### config.mk
export PLATFORM = sky130hd
export DESIGN_NAME = world_scan_sequencer
export DESIGN_NICKNAME = d
export VERILOG_FILES = /design/src/rtl/params.sv /design/src/rtl/world_scan_sequencer.sv
export SDC_FILE = /design/constraint.sdc
export NUM_CORES = 1
export LEC_CHECK = 0
export ABC_CLOCK_PERIOD_IN_PS = 4200
export CAP_MARGIN = 20
export CORE_MARGIN = 1
export CORE_UTILIZATION = 54
export CTS_CLUSTER_DIAMETER = 100
export DETAILED_ROUTE_END_ITERATION = 6
export GPL_TIMING_DRIVEN = 0
export PLACE_DENSITY = 0.85
export SETUP_SLACK_MARGIN = 0.5
export SLEW_MARGIN = 0
export SYNTH_ARGS = -nofsm -noshare
export SYNTH_HDL_FRONTEND = slang
export SYNTH_SLANG_ARGS = --single-unit
### constraint.sdc
create_clock -name Clk -period 4.2 [get_ports Clk]
set_input_delay 0.84 -clock Clk [delete_from_list [all_inputs] [get_ports Clk]]
set_output_delay 0.84 -clock Clk [all_outputs]
set_load 0.02 [all_outputs]
### src/rtl/params.sv
// rtl/params.sv - world grid geometry shared by the world modules
package params;
    localparam int X_bits   = 8;
    localparam int Y_bits   = 7;
    localparam int PIXELS_X = 160;
    localparam int PIXELS_Y = 120;
endpackage

### src/rtl/world_scan_sequencer.sv
// rtl/world_scan_sequencer.sv - raster sweep of the sugar map broadcasting each location to all ants; optional SCAN_FRAME_COUNT_EN adds sweep_count
module world_scan_sequencer
    import params::*;
#(
    parameter int HOLD_CYCLES = 2
) (
    input  logic              Clk,
    input  logic              Reset,
    input  logic              start,
    input  logic              pause,
    input  logic              abort,
    output logic [X_bits-1:0] rd_x,
    output logic [Y_bits-1:0] rd_y,
    input  logic              rd_sugar,
    output logic              write_flag,
    output logic [X_bits-1:0] writeLoc_x,
    output logic [Y_bits-1:0] writeLoc_y,
    output logic              writeLoc_sugar,
    output logic              busy,
    output logic              done
`ifdef SCAN_FRAME_COUNT_EN
    ,
    output logic [15:0]       sweep_count
`endif
);

    typedef enum logic [1:0] {
        ST_IDLE  = 2'd0,
        ST_FETCH = 2'd1,
        ST_WRITE = 2'd2,
        ST_DONE  = 2'd3
    } state_t;

    // Grid limits in counter width; counters stop at these, never wrap.
    localparam logic [X_bits-1:0] X_MAX     = X_bits'(PIXELS_X - 1);
    localparam logic [Y_bits-1:0] Y_MAX     = Y_bits'(PIXELS_Y - 1);
    localparam logic [3:0]        HOLD_LAST = 4'(HOLD_CYCLES - 1);

    state_t            state_q, state_d;
    logic [X_bits-1:0] x_q, x_d;
    logic [Y_bits-1:0] y_q, y_d;
    logic [3:0]        hold_q, hold_d;
    logic [X_bits-1:0] wloc_x_q, wloc_x_d;
    logic [Y_bits-1:0] wloc_y_q, wloc_y_d;
    logic              wloc_sugar_q, wloc_sugar_d;

    // State and datapath registers; reset may land mid-sweep.
    always_ff @(posedge Clk or negedge Reset) begin
        if (!Reset) begin
            state_q      <= ST_IDLE;
            x_q          <= '0;
            y_q          <= '0;
            hold_q       <= '0;
            wloc_x_q     <= '0;
            wloc_y_q     <= '0;
            wloc_sugar_q <= 1'b0;
        end else begin
            state_q      <= state_d;
            x_q          <= x_d;
            y_q          <= y_d;
            hold_q       <= hold_d;
            wloc_x_q     <= wloc_x_d;
            wloc_y_q     <= wloc_y_d;
            wloc_sugar_q <= wloc_sugar_d;
        end
    end

    // Next-state: abort beats everything; pause freezes FETCH/WRITE in place.
    always_comb begin
        state_d      = state_q;
        x_d          = x_q;
        y_d          = y_q;
        hold_d       = hold_q;
        wloc_x_d     = wloc_x_q;
        wloc_y_d     = wloc_y_q;
        wloc_sugar_d = wloc_sugar_q;
        if (abort) begin
            state_d = ST_IDLE;
            x_d     = '0;
            y_d     = '0;
            hold_d  = '0;
        end else begin
            case (state_q)
                ST_IDLE: begin
                    if (start) begin
                        state_d = ST_FETCH;
                        x_d     = '0;
                        y_d     = '0;
                        hold_d  = '0;
                    end
                end
                ST_FETCH: begin
                    if (!pause) begin
                        state_d      = ST_WRITE;
                        wloc_x_d     = x_q;
                        wloc_y_d     = y_q;
                        wloc_sugar_d = rd_sugar;
                        hold_d       = '0;
                    end
                end
                ST_WRITE: begin
                    if (!pause) begin
                        if (hold_q == HOLD_LAST) begin
                            hold_d = '0;
                            if (x_q == X_MAX && y_q == Y_MAX) begin
                                state_d = ST_DONE;
                            end else begin
                                state_d = ST_FETCH;
                                if (x_q == X_MAX) begin
                                    x_d = '0;
                                    y_d = y_q + 1'b1;
                                end else begin
                                    x_d = x_q + 1'b1;
                                end
                            end
                        end else begin
                            hold_d = hold_q + 4'd1;
                        end
                    end
                end
                ST_DONE: begin
                    state_d = ST_IDLE;
                end
                default: begin
                    state_d = ST_IDLE;
                end
            endcase
        end
    end

    // Outputs decode straight from registers so reset clears them at once.
    always_comb begin
        rd_x           = x_q;
        rd_y           = y_q;
        write_flag     = (state_q == ST_WRITE) && !pause;
        writeLoc_x     = wloc_x_q;
        writeLoc_y     = wloc_y_q;
        writeLoc_sugar = wloc_sugar_q;
        busy           = (state_q != ST_IDLE);
        done           = (state_q == ST_DONE);
    end

`ifdef SCAN_FRAME_COUNT_EN
    logic [15:0] count_q, count_d;

    // Completed sweeps; bumps once per DONE cycle and wraps naturally.
    always_comb begin
        count_d = count_q;
        if (state_q == ST_DONE) begin
            count_d = count_q + 16'd1;
        end
    end

    // Sweep counter register.
    always_ff @(posedge Clk or negedge Reset) begin
        if (!Reset) begin
            count_q <= '0;
        end else begin
            count_q <= count_d;
        end
    end

    assign sweep_count = count_q;
`endif

endmodule
# Word-level counts from Yosys, hierarchy flattened
# Index checks and enable logic that the tools add are counted.
[op_classes]
reduce_logical = 12
mux = 27
n_bitwise = 2
n_eq_ne = 12
n_addsub = 3
[ops]
columns = ["operator", "count"]
rows = [
  ["8-bit 2-to-1 mux", 6],
  ["7-bit 2-to-1 mux", 6],
  ["4-bit 2-to-1 mux", 5],
  ["3-bit inequality test (second input constant)", 6],
  ["8-bit case mux with 2 select lines", 1],
  ["7-bit case mux with 2 select lines", 1],
  ["2-bit 2-to-1 mux", 6],
  ["4-bit case mux with 3 select lines", 1],
  ["8-bit by 1-bit adder with 8-bit output (second input constant)", 1],
  ["8-bit == test (second input constant)", 1],
  ["2-bit case mux with 4 select lines", 1],
  ["4-bit AND reduction", 2],
  ["7-bit by 1-bit adder with 7-bit output (second input constant)", 1],
  ["7-bit == test (second input constant)", 1],
  ["6-bit AND reduction", 1],
  ["5-bit AND reduction", 1],
  ["4-bit by 1-bit adder with 4-bit output (second input constant)", 1],
  ["2-bit == test (second input constant)", 2],
  ["4-bit by 1-bit == test with 1-bit output (second input constant)", 1],
  ["4-bit nonzero test", 1],
  ["3-bit AND reduction", 1],
  ["3-bit nonzero test", 1],
  ["2-bit by 1-bit == test with 1-bit output (second input constant)", 1],
  ["1-bit logical AND", 2],
  ["4 further kinds", 5],
]
[word_totals]
wordCells = 63
reg_bits = 37
output_inout_bits = 34

# Logic depth before layout (Yosys ltp)
[depth]
word_depth = 7
mapped_depth = 8
mapped_depth_nobuf = 7

# Least setup slack after synthesis
# OpenSTA, ideal clock, no wires.
[synth_path]
kind = "input to register"
start = "in pause"
end = "reg wloc_sugar_q, in the netlist writeLoc_sugar"
path_slack_ps = 1989
required_ps = 4075
path_stages = 5
arrival_ps = 2086
path_cell_list = "nor3b_1 nor2b_1 clkbuf_1 buf_2 mux2_2"
[synth_between]
elab_chain_cells = 2
[synth_lines]
columns = ["item", "line", "text"]
rows = [
  ["start, declared", "world_scan_sequencer.sv:10", "input logic pause,"],
  ["1-bit NOT (no source line)", "n/a", ""],
  ["3-bit AND reduction (no source line)", "n/a", ""],
  ["end signal, assigned", "world_scan_sequencer.sv:64", "wloc_sugar_q <= wloc_sugar_d;"],
  ["end, declared", "world_scan_sequencer.sv:45", "logic wloc_sugar_q, wloc_sugar_d;"],
]
# No other way between the ends.
# A chain may end at the register's enable or synchronous reset.

# Worst setup path in the final report
[layout_path]
start = "in pause"
end = "out write_flag"
[layout_between]
elab_chain_cells = 2
[layout_lines]
columns = ["item", "line", "text"]
rows = [
  ["1-bit logical NOT", "world_scan_sequencer.sv:135", "write_flag = (state_q == ST_WRITE) && !pause;"],
  ["1-bit logical AND", "world_scan_sequencer.sv:135", ""],
  ["end, declared", "world_scan_sequencer.sv:15", "output logic write_flag,"],
]
# No other way between the ends.

==> summary.md <==
| Metric | Value |
|---|---|
| DR iter-0 viols | `77` |
| EDFF count, synth | `0` |
| Crit-path most repeated cell | `clkdlybuf4s50_1` |
| Area leader, netlist | `dfrtp_1` |
| Unique masters post-synth | `40` |
| R2r worst-path depth | `8` |
| Top_reg_cell synth | `dfrtp_1` |
| Hold Startpoint | `writeLoc_x[7]` |
| Final period util | `a little under three quarters` |
| Drt drc | `0` |
| Post-synth top cells | `dfrtp_1, o21ai_0, mux2_2, nor2_1, nand3_1` |
| Via-to-Cell Ratio | `~5.9` |
| TritonCTS clock tree | `built` |
| Worst Skew | `just under 0.009 ns` |
| CP peak stage delay | `0.62 ns` |
| Port bufs | `39` |
| RR Startpoint | `hold_q[1]` |
| Vias in the first global route | `1,516` |
| CP Launch Type | `input port` |
| CTS resizes | `0` |
| Post-route ant nets | `0` |
| Cell depth of the worst hold path | `1` |
| Global-route wire length before repair | `6.672 mm` |
| Mapped cell area | `1924 um2` |
| Clock sink count | `37` |
| Mapped Cells | `between 150 and 200` |
| CP Capture Type | `output port` |
| Run status | `finished, final reports clean` |
| Cell Pwr Density | `268.4 nW/um2` |
| Maximum fanout along the worst path | `6` |
| Leak | `1.030 nW` |
| Sequential share of the synthesized area | `48.11%` |
| Vias | `1,631` |
| Layout cell share with drive strength beyond 1 | `15.52%` |
| Peak Freq | `335.0 MHz` |
| GRT Total Usage | `around a quarter` |
| H-tree depth | `2` |
| Met2 Wirelength | `1.885 mm` |
| Area Growth Syn to Fin | `25.88%` |
| Worst R2R Setup Slack | `1.84 ns` |
| Reg-to-reg critical path endpoint | `rd_y[1]` |
| # diodes | `0` |
| Synth Warn # | `0` |
| Final net count | `242` |
| Max-cap viol count | `0` |
| Slowest CP cell | `clkdlybuf4s50_1` |
| Final Wtd Congestion | `0.8581` |
| Root buffer cell | `clkbuf_4` |
| WP data arrival | `2.15 ns` |
| Die width | `61.70 um` |
| Fillers | `287` |
| Syn nets | `196` |
| Clock Latency Late Sink | `~0.34 ns` |
| Io pins | `40` |
| Setup Buffers After CTS | `0` |
| Full die area | `between 3000 and 4000 um2` |
| Hold WC Path Type | `flip-flop to flip-flop` |
| Core Rows | `21` |
| Worst slew pin tran | `0.7830 ns` |
| Final Slew Violations | `0` |
| Initial core utilization | `57.22%` |
| Met1 wire length | `1.887 mm` |
| Fin. Hold Viols | `0` |
| Min cycle time layout | `between 2 and 3 ns` |
| Post-Layout Cell Count | `approximately 280` |
| CTS Buf Count | `5` |
| Mean Syn Cell Area | `10.35 um2` |
| Total Routed Length | `~4 mm` |
| Clock buffer depth | `2` |
| Drt pass-1 iters | `4` |
| Final setup fails | `0` |
| Synth top area cells | `dfrtp_1, mux2_2, o21ai_0` |
| Post-Place Setup Slack | `1.072 ns` |
| Post-synth ARST share | `100.0%` |
| Yosys top cell area share | `48.11%` |
| Setup tns final | `0 ns` |
| WHS Endpoint | `writeLoc_x[7]` |
| Pin count of the biggest net entering global routing | `38` |
| Top Metal Used | `met4` |
| Die height | `slightly above 60 um` |
| Drt wl/cell | `14.51 um` |
| Setup ws final | `1.215 ns` |
| RSZ-0062 raised after global routing | `false` |
| Synthesis-stage register bit count | `37` |
| Core Region | `3363 um2` |
| Worst VDD drop | `0.1797 mV` |
| Dpl hpwl | `2.883 mm` |
| Critical Path RT | `3.36 ns` |
| Hold-fix buffers, CTS | `0` |
| Cells along the critical path | `clkdlybuf4s50_1 -> nor2_1 -> clkdlybuf4s50_1` |
| Antenna violations before repair | `0` |
| Relative slew slack | `approximately 48%` |
| WL met3 | `187 um` |
| Grt ovf | `0` |
| Reg clk slew, reported paths | `around 0.10 ns` |
| Most frequent cell after synthesis | `dfrtp_1` |
| CP Class | `input port to output port` |
| Dpl cells | `271` |
## report_power, final
group | switching [W] | leakage (nW) | internal (W)
Clock | 0.000110 | 0.0314 | 0.0000790
Sequential | 0.00000729 | 0.513 | 0.000365
Combinational | 0.0000509 | 0.486 | 0.0000381
## registers in the layout (all words and copies together), names as in the netlist
register / count
hold_q: 4
rd_x: 8
rd_y: 7
state_q: 2
writeLoc_sugar: 1
writeLoc_x: 8
writeLoc_y: 7
## per-layer routing
layer | vias up | GRT usage [%]
met4 | 0 | 11.43
met1 | 805 | 32.66
li1 | 769 | -
met5 | - | 0
met3 | 8 | 6.832
met2 | 49 | 37.48
## worst max-delay path, delay by kind of cell
kind / cells / cell delay (ns)
buffers and inverters: 2 / 1.16
AND/OR/NAND/NOR: 1 / 0.15
## through the flow
stage / utilization (%) / instance area [um2] / hold slack [ns] / total power [W]
6_report: 72.02 / 2422 / 0.5122 / 0.0006502
5_1_grt: 72.02 / 2422 / 0.5372 / 0.0006806
4_1_cts: 72.02 / 2422 / 0.5192 / 0.0006570
3_5_place_dp: 70.39 / 2367 / 0.4953 / 0.0004690
3_3_place_gp: 70.54 / 2372 / 0.4883 / 0.0004663
2_1_floorplan: - / 1924 / 0.4848 / 0.0004277
## cell usage in the layout (no fill, tap or decap), types with 3 or more instances in the layout
master,count
nor2b_1,6
clkbuf_1,4
nand4b_1,3
inv_1,5
nand2b_1,4
o21ai_0,25
and3_1,7
clkdlybuf4s50_1,38
a21oi_1,4
ha_1,4
nor2_1,15
buf_2,4
a31oi_1,3
nand2_1,8
mux2_2,16
nand3_1,9
clkbuf_4,5
dfrtp_1,37
## area by class of cell
class / count / area [um2] / area share [%]
multi-input cells: 137 / 942.2 / 38.89
flip-flops and latches: 37 / 925.9 / 38.22
repair buffers: 39 / 385.4 / 15.91
well taps: 46 / 57.56 / 2.376
clock buffers: 7 / 55.05 / 2.273
plain buffers: 7 / 37.54 / 1.550
inverters: 5 / 18.77 / 0.7748
## worst max-delay path by stage
stage	start	endpoint	slack (ns)	cells past startpoint
5_1_grt	pause	write_flag	1.18	3
6_report	pause	write_flag	1.21	3
2_1_floorplan	pause	writeLoc_sugar	1.99	5
3_5_place_dp	pause	writeLoc_x[3]	1.07	6
3_3_place_gp	pause	writeLoc_y[1]	1.10	6
4_1_cts	pause	write_flag	1.21	3
## kinds of logic (layout without fill, tap and decap cells)
family | count (synthesis) | after routing | synth area share, %
AND/OR/NAND/NOR | 70 | 70 | 20.48
AO/OA/AOI/OAI | 46 | 46 | 16.00
flip-flops | 37 | 37 | 48.11
multiplexers | 17 | 17 | 9.883
buffers and inverters | 12 | 58 | 2.926
adder cells (fa/ha/maj) | 4 | 4 | 2.601
Power figures use the tool's default switching activity.
==> RTL change, RTL diff (config.mk and constraints unchanged) <==
Put a register stage on the output `busy`. The value now appears one clock later. The other outputs are not delayed to match.
--- a/src/rtl/world_scan_sequencer.sv
+++ b/src/rtl/world_scan_sequencer.sv
@@ -35,6 +35,8 @@
     localparam logic [X_bits-1:0] X_MAX     = X_bits'(PIXELS_X - 1);
     localparam logic [Y_bits-1:0] Y_MAX     = Y_bits'(PIXELS_Y - 1);
     localparam logic [3:0]        HOLD_LAST = 4'(HOLD_CYCLES - 1);
+
+    logic busy_d;
 
     state_t            state_q, state_d;
     logic [X_bits-1:0] x_q, x_d;
@@ -136,7 +138,7 @@
         writeLoc_x     = wloc_x_q;
         writeLoc_y     = wloc_y_q;
         writeLoc_sugar = wloc_sugar_q;
-        busy           = (state_q != ST_IDLE);
+        busy_d         = (state_q != ST_IDLE);
         done           = (state_q == ST_DONE);
     end
 
@@ -163,4 +165,8 @@
     assign sweep_count = count_q;
 `endif
 
+    always_ff @(posedge Clk) begin
+        busy <= busy_d;
+    end
+
 endmodule
Check against the original RTL: not equivalent (Yosys sat finds a counterexample within 4 cycles, from zero or initial values and one cycle with Reset low).
==> RTL change against the original RTL <==
Sequential cell count rose by 1; synthesized area up 1.0%; final area increased by 1.0%; setup slack better by 0.011 ns; highest routed layer unchanged; final cell count up 0.72%; first-iteration DRC count decreased by 25%; routed wire length grew 2.7%; total power increased by 2.8%; largest power group unchanged.
==> RTL change: results (changes against the original RTL) <==
metric	value	unit	change
status	finished, final reports clean		unchanged
hold_viol	0		unchanged
syn_nets	197		was 196
synth_compound_area_share	15.8	%	was 16.0%
synth_mux_area_share	9.78	%	was 9.88%
grt_overflow	0		unchanged
diodes	0		unchanged
total_leakage_power	1.04	nW	was 1.03 nW
cts_buffers	5		unchanged
ys_seq_area_share	48.6	%	was 48.1%
synthTopCellsByCount	37 x dfrtp_1, 25 x o21ai_0, 16 x mux2_2, 15 x nor2_1, 9 x nand3_1		unchanged
wl_per_cell	14.8	um	was 14.5 um
peakVddDrop	0.232	mV	was 0.180 mV
drt_iter0_drc	58		was 77
fillCellCount	262		was 287
async_flop_share	97.4	%	was 100%
grt_max_degree	38		unchanged
portBuffers	39		unchanged
final_nets	243		was 242
htreeDepth	2		unchanged
cts_buffer_depth	2		unchanged
clk_latency	0.35	ns	
cp.arrival	2.13	ns	was 2.15 ns
worstHoldPathType	flip-flop to flip-flop		unchanged
finClkSkew	0.00998	ns	was 0.00883 ns
max_stage_delay	0.61	ns	
slowest_stage	clkdlybuf4s50_1		unchanged
grt_use_total	23.8	%	was 24.6%
synthTopCellsByArea	dfrtp_1 48%, mux2_2 9.3%, o21ai_0 6.4%		was dfrtp_1 48%, mux2_2 9.4%, o21ai_0 6.5%
path_clk_slew	0.10	ns	about the same
dpl.hpwl	2850	um	was 2880 um
grt_pass1_wl	6510	um	was 6670 um
crit_path_max_fanout	6		unchanged
root_buffer	clkbuf_4		unchanged
synth_top_family_by_area	simple AND/OR/NAND/NOR gates		unchanged
antenna_found_initial	0		unchanged
yosysUniqueCellTypes	41		was 40
drt-pass1-iter-count	4		unchanged
detailroute.via_count	1590		was 1631
post_cts_resized	0		unchanged
synth_adder_area_share	2.57	%	was 2.60%
place_congestion	0.875		was 0.858
sw_frac_of_total	26.0	%	was 25.9%
cts_setup_buffers	0		unchanged
synthFlopType	dfrtp_1		unchanged
grt_pass1_vias	1438		was 1516
synth_xor_xnor_area_share	0	%	unchanged
yosysWarnings	0		unchanged
slew_headroom	46.4	%	was 47.8%
drive_above_1_share	15.8	%	was 15.5%
-- RTL change: kinds of logic after synthesis --
| kind of cell | Yosys count |
|---|---|
| DFF | 38 |
| muxes | 17 |
| AOI/OAI and AO/OA | 46 |
| adders and majority gates | 4 |
| buffers and inverters | 12 |
| and+or+nand+nor | 70 |
-- RTL change: critical path: cells and delay by family --
kind	cells	cell delay, ns
buffers and inverters	2	1.15
AND/OR/NAND/NOR	1	0.15
-- RTL change: metal layers --
metal / GRT usage, % / part of all wire (%) / vias up
met4: 9.21 / 1.6 / 0
met3: 6.63 / 4.9 / 7
li1: - / - / 775
met2: 36.6 / 48 / 43
met1: 32.1 / 46 / 765
met5: 0 / 0 / -
-- RTL change: power groups by stage --
stage	logic (W)	clock network [W]	registers, W
after floorplan	0.0000392	0	0.000400
after global placement	0.0000877	0	0.000390
after detailed placement	0.0000882	0	0.000390
after CTS	0.0000888	0.000202	0.000383
after global routing	0.0000963	0.000218	0.000385
final	0.0000879	0.000197	0.000383
-- RTL change: worst paths after layout --
path | start | end | slack [ns] | depth (start not counted)
setup / recovery | pause | write_flag | 1.23 | 3
hold / removal | writeLoc_x[1] | writeLoc_x[1] | 0.51 | 1
setup reg to reg | hold_q[1] | rd_y[1] | 1.85 | 8
hold reg to reg | writeLoc_x[1] | writeLoc_x[1] | 0.51 | 1
max in group asynchronous | Reset | rd_x[0] | 3.13 | 1
min in group asynchronous | Reset | writeLoc_y[0] | 0.56 | 1
-- RTL change: cell type report --
| class | count | share of cell area (%) |
|---|---|---|
| Clock buffer | 7 | 2.25 |
| Tap cell | 46 | 2.35 |
| Timing Repair Buffer | 39 | 15.7 |
| Multi-Input combinational cell | 137 | 38.5 |
| Buffer | 7 | 1.53 |
| Inverter | 5 | 0.767 |
| Sequential cell | 38 | 38.7 |
| Clock inverter | 1 | 0.204 |
-- RTL change: through the flow --
stage | cell area (um^2) | instances | setup slack, ns
CTS | 2450 | 280 | 1.22
global route | 2450 | 280 | 1.17
finish | 2450 | 280 | 1.23
global placement | 2390 | 272 | 1.10
detailed placement | 2390 | 272 | 1.06
floorplan | 1940 | 187 | 1.99
